===== src/rtl/word_stacker.sv =====
// word_stacker: packs a stream of WORD_W-bit words (first word in the MSBs) into BLK_W-bit blocks
// queued in a 2-entry block FIFO. Define WORD_STACKER_FLUSH_EN to add the partial-block flush input.
module word_stacker #(
    parameter  int WORD_W    = 32,
    parameter  int NUM_WORDS = 4,
    localparam int BLK_W     = WORD_W * NUM_WORDS,
    localparam int CNT_W     = $clog2(NUM_WORDS)
) (
    input  logic              clk_i,
    input  logic              rst_i,
    input  logic              clr_i,
    input  logic              enable_i,
    input  logic              valid_i,
    output logic              ready_o,
    input  logic [WORD_W-1:0] word_i,
    output logic              valid_o,
    input  logic              ready_i,
    output logic [BLK_W-1:0]  block_o,
    output logic [CNT_W-1:0]  fill_o,
`ifdef WORD_STACKER_FLUSH_EN
    input  logic              flush_i,
`endif
    output logic [1:0]        level_o
);

    localparam logic [CNT_W-1:0] CNT_LAST = CNT_W'(NUM_WORDS - 1);

    logic [CNT_W-1:0] r_cnt;
    logic [BLK_W-1:0] r_fill;
    logic [BLK_W-1:0] r_mem [0:1];
    logic             r_wr_ptr;
    logic             r_rd_ptr;
    logic [1:0]       r_level;
    logic             r_flush_pend;

    logic             w_last;
    logic             w_acc;
    logic             w_pop;
    logic             w_natural_push;
    logic             w_flush_push;
    logic             w_flush_set;
    logic             w_push;
    logic [CNT_W-1:0] w_cnt_inc;
    logic [BLK_W-1:0] w_assembled;
    logic [BLK_W-1:0] w_push_data;

    // Ready never looks at ready_i: a full partial block only stalls when both FIFO slots are taken.
    assign w_last    = (r_cnt == CNT_LAST);
    assign ready_o   = enable_i & ~r_flush_pend & ~(w_last & (r_level == 2'd2));
    assign w_acc     = valid_i & ready_o;
    assign valid_o   = enable_i & (r_level != 2'd0);
    assign w_pop     = valid_o & ready_i;
    assign w_cnt_inc = r_cnt + CNT_W'(1);

    assign block_o = (r_level != 2'd0) ? r_mem[r_rd_ptr] : '0;
    assign fill_o  = r_cnt;
    assign level_o = r_level;

    genvar gi;
    generate
        for (gi = 0; gi < NUM_WORDS; gi++) begin : g_slot
            assign w_assembled[BLK_W-1-gi*WORD_W -: WORD_W] =
                (w_acc && (r_cnt == CNT_W'(gi))) ? word_i : r_fill[BLK_W-1-gi*WORD_W -: WORD_W];
        end
    endgenerate

`ifdef WORD_STACKER_FLUSH_EN
    logic w_cnt_after_nz;

    // A flush that lands on the word completing a block leaves nothing partial behind.
    assign w_cnt_after_nz = w_acc ? (w_cnt_inc != '0) : (r_cnt != '0);
    assign w_flush_set    = enable_i & flush_i & ~r_flush_pend & w_cnt_after_nz;
    assign w_flush_push   = enable_i & r_flush_pend & (r_level != 2'd2);
`else
    assign w_flush_set    = 1'b0;
    assign w_flush_push   = 1'b0;
`endif

    assign w_natural_push = w_acc & w_last;
    assign w_push         = w_natural_push | w_flush_push;
    assign w_push_data    = w_natural_push ? w_assembled : r_fill;

    always_ff @(posedge clk_i) begin
        if (rst_i || clr_i) begin
            r_cnt        <= '0;
            r_fill       <= '0;
            r_wr_ptr     <= 1'b0;
            r_rd_ptr     <= 1'b0;
            r_level      <= 2'd0;
            r_flush_pend <= 1'b0;
            for (int i = 0; i < 2; i++) begin
                r_mem[i] <= '0;
            end
        end else if (enable_i) begin
            if (w_acc) begin
                r_cnt  <= w_cnt_inc;
                r_fill <= w_last ? '0 : w_assembled;
            end else if (w_flush_push) begin
                r_cnt  <= '0;
                r_fill <= '0;
            end

            if (w_push) begin
                r_mem[r_wr_ptr] <= w_push_data;
                r_wr_ptr        <= ~r_wr_ptr;
            end
            if (w_pop) begin
                r_rd_ptr <= ~r_rd_ptr;
            end
            r_level <= r_level + {1'b0, w_push} - {1'b0, w_pop};

            if (w_flush_push) begin
                r_flush_pend <= 1'b0;
            end else if (w_flush_set) begin
                r_flush_pend <= 1'b1;
            end
        end
    end

endmodule


===== config.mk =====
export PLATFORM = sky130hd
export DESIGN_NAME = word_stacker
export DESIGN_NICKNAME = d
export VERILOG_FILES = /design/src/rtl/word_stacker.sv
export SDC_FILE = /design/constraint.sdc
export NUM_CORES = 1
export LEC_CHECK = 0
export BUFFER_PORTS_ARGS = -buffer_cell sky130_fd_sc_hd__clkbuf_2
export CORE_MARGIN = 10
export CORE_UTILIZATION = 50
export DETAILED_ROUTE_END_ITERATION = 10
export HOLD_SLACK_MARGIN = 0.02
export PLACE_DENSITY = 0.69
export SYNTH_ARGS = -nofsm -noshare
export SYNTH_HDL_FRONTEND = slang
export SYNTH_SLANG_ARGS = --single-unit

===== constraint.sdc =====
create_clock -name clk_i -period 10.4 [get_ports clk_i]
set_clock_uncertainty 0.15 [all_clocks]
set_input_delay 1.56 -clock clk_i [delete_from_list [all_inputs] [get_ports clk_i]]
set_output_delay 1.56 -clock clk_i [all_outputs]
set_load 0.05 [all_outputs]

==> out/qor.yml <==
fin_setup_tns_ps: 0
timing.final.crit_share_pct: 52.4
worst_ep_required_time_ps: 8690
die_x_microns: 199
diodes: 0
p_int_w: 0.00240
fillers: 2624
clkPwrFrac_pct: 44.4
cts_hold_buffers: 0
ys_ff_latch: 359
synth_fp_nets: 1432
status: "finished, final reports clean"
drt_iter0_drc: 1251
drive_gt1_share_pct: 17.5
seq_power_share_pct: 52.1
nets: 1532
htreeDepth: 2
syn_avg_cell_area_sq_um: 11.5
cts.sinks: 359
detail-route-antenna-nets: 0
combPwrFrac_pct: 3.6
cts_resized: 0
vias: 12000
register_area_sq_mm: 0.00975
worstPathArrival_ps: 3740
end_kind: "output pin"
areaGrowthSynthToFinish_pct: 14.6
clockBufferDepth: 3
globalRouteTotalUtil_pct: 22.3
holdCritPathClass: "flip-flop to flip-flop"
setup.worst_path.class: "flip-flop to output pin"
maxCapViolCount: 0
synthesis.instances: 1388
start_kind: "flip-flop"
vias_per_cell: 6.23
switchingPower_w: 0.000646
min_period_ps: 5450
grt_pass1_wl_mm: 68.9
start_util_pct: 50.6
hold_viol: 0
grt_pass1_vias: 11700
p_sw_share_pct: 21.2
yosysWarnings: 0
post-dp-hpwl_mm: 27.3
multi_input_area_sq_mm: 0.00574
grt-ovfl-total: 0
drt-total-wl_mm: 45.7
powerDensity_mw_per_mm2: 167
worst_slew_pin_slew_ps: 1400
relSlewSlack_pct: 6.05
rsz0062_at_grt: "false"
dieArea_sq_mm: 0.0395
peakVddDrop_uv: 111
yosysSeqAreaShare_pct: 61.1
antenna_found_initial: 2
routabilityCongestion: 0.793
fmax_mhz: 184
ioPinCount: 172
drc: 0
cts_root_buffer: "clkbuf_16"
finalSetupViolations: 0
syn_area_sq_mm: 0.0160
rows: 65
wire_per_inst_microns: 23.8
cts_made_buffers: 38
firstDrtPassIters: 6
path_max_fanout: 62
clk_pin_slew_ps: 60
insertion_delay_ps: 530
ys_types: 32
die_h_microns: 199
cts_tree: "done"
maxSlewViolCount: 0
port-buffer-count: 171
core_area_sq_mm: 0.0316
post-cts-setup-buffer-count: 0
grt_start_max_net_pins: 100
worst_hold_slack_ps: 340
leakagePower_nw: 6.22
[cell usage after synthesis]
cell type / instances / area, sq um
a21oi_1: 196 / 981
a32o_1: 96 / 961
and2_1: 96 / 601
and3_1: 4 / 25.0
and3b_1: 1 / 8.76
and4_1: 1 / 8.76
buf_1: 4 / 15.0
buf_2: 19 / 95.1
buf_6: 5 / 56.3
clkbuf_1: 107 / 402
dfxtp_1: 103 / 2060
edfxtp_1: 256 / 7690
ha_1: 6 / 75.1
inv_1: 5 / 18.8
mux2i_1: 129 / 1290
nand2_1: 4 / 15.0
nand2b_1: 1 / 6.26
nand3_1: 101 / 505
nand3b_1: 1 / 7.51
nand4_1: 2 / 12.5
nor2_1: 135 / 507
nor2b_1: 1 / 6.26
nor3b_1: 3 / 22.5
nor4_1: 1 / 6.26
o2111ai_1: 3 / 26.3
o211ai_1: 1 / 7.51
o21ai_0: 100 / 500
or2_1: 1 / 6.26
or3_1: 3 / 18.8
or4_1: 1 / 7.51
xnor2_1: 1 / 8.76
xor2_1: 1 / 8.76
[per-stage QoR]
stage	util [%]	std cells	setup slack (ps)	total power, W	cell area [sq um]
floorplan	-	1388	4640	0.00167	16000
global placement	54.0	1850	5480	0.00172	17000
detailed placement	54.0	1850	5490	0.00172	17000
CTS	58.0	1920	4940	0.00306	18300
global route	58.0	1920	4820	0.00313	18300
finish	58.0	1920	4950	0.00305	18300
[critical path: stages (launching register included)]
cell,delay (ps)
dfxtp_4,720
buf_4,630
buf_4,930
mux2i_1,310
nor2_1,180
clkbuf_2,300
[final cells by class]
class                      count  share of cell area [%]
clock buffer                  61                    6.46
clock inverter                 9                   0.383
inverter                       5                   0.103
multi-input combinational    889                    31.3
sequential                   359                    53.3
tap                          402                    2.75
timing repair buffer         195                    5.66
[per-layer routing]
metal | global-route usage, % | vias up | routed length (microns)
met2 | 37.3 | 487 | 22700
met1 | 28.6 | 5981 | 18800
li1 | - | 5416 | -
met5 | 0 | - | 34
met4 | 6.73 | 4 | 943
met3 | 4.61 | 71 | 3290
[cell usage in the layout, fill, tap and decap left out, drive strengths merged, types with 2 or more instances in the layout]
cell     count
o21ai      100
nor3b        3
clkbuf     232
ha           6
o2111ai      3
and2        96
clkinv       7
edfxtp     256
inv          6
and3         4
nand3      101
a32o        96
buf         24
nor2       135
a21oi      196
or3          3
dfxtp      103
nand4        2
nand2        4
mux2i      129
[power by group through the flow]
stage / Clock [W] / Combinational [W] / Sequential, W
after CTS: 0.00137 / 0.000109 / 0.00159
final: 0.00135 / 0.000108 / 0.00159
after global routing: 0.00142 / 0.000116 / 0.00159
after global placement: 0 / 0.000107 / 0.00161
after floorplan: 0 / 0.0000584 / 0.00162
after detailed placement: 0 / 0.000108 / 0.00162
[final timing paths]
path	slack (ps)	cells past startpoint	startpoint	end
max reg2reg	6480	5	fill_o[0]	r_mem[0][115]
min	340	1	r_fill[95]	r_fill[95]
max	4950	5	flip-flop	block_o[80]
min reg2reg	340	1	r_fill[95]	r_fill[95]
[cell families after synthesis]
logic type | Yosys count | synth area share (%)
simple gates | 356 | 11.1
fa+ha+maj | 6 | 0.470
buf+inv | 140 | 3.68
mux | 129 | 8.09
compound gates | 396 | 15.5
xor+xnor | 2 | 0.110
flops | 359 | 61.1
[state kept, by name, indices dropped and copies added (netlist names), named ones only]
name,count
fill_o,2
level_o,2
r_fill,96
r_mem,256
r_rd_ptr,1
r_wr_ptr,1
(Power assumes the default switching activity.)
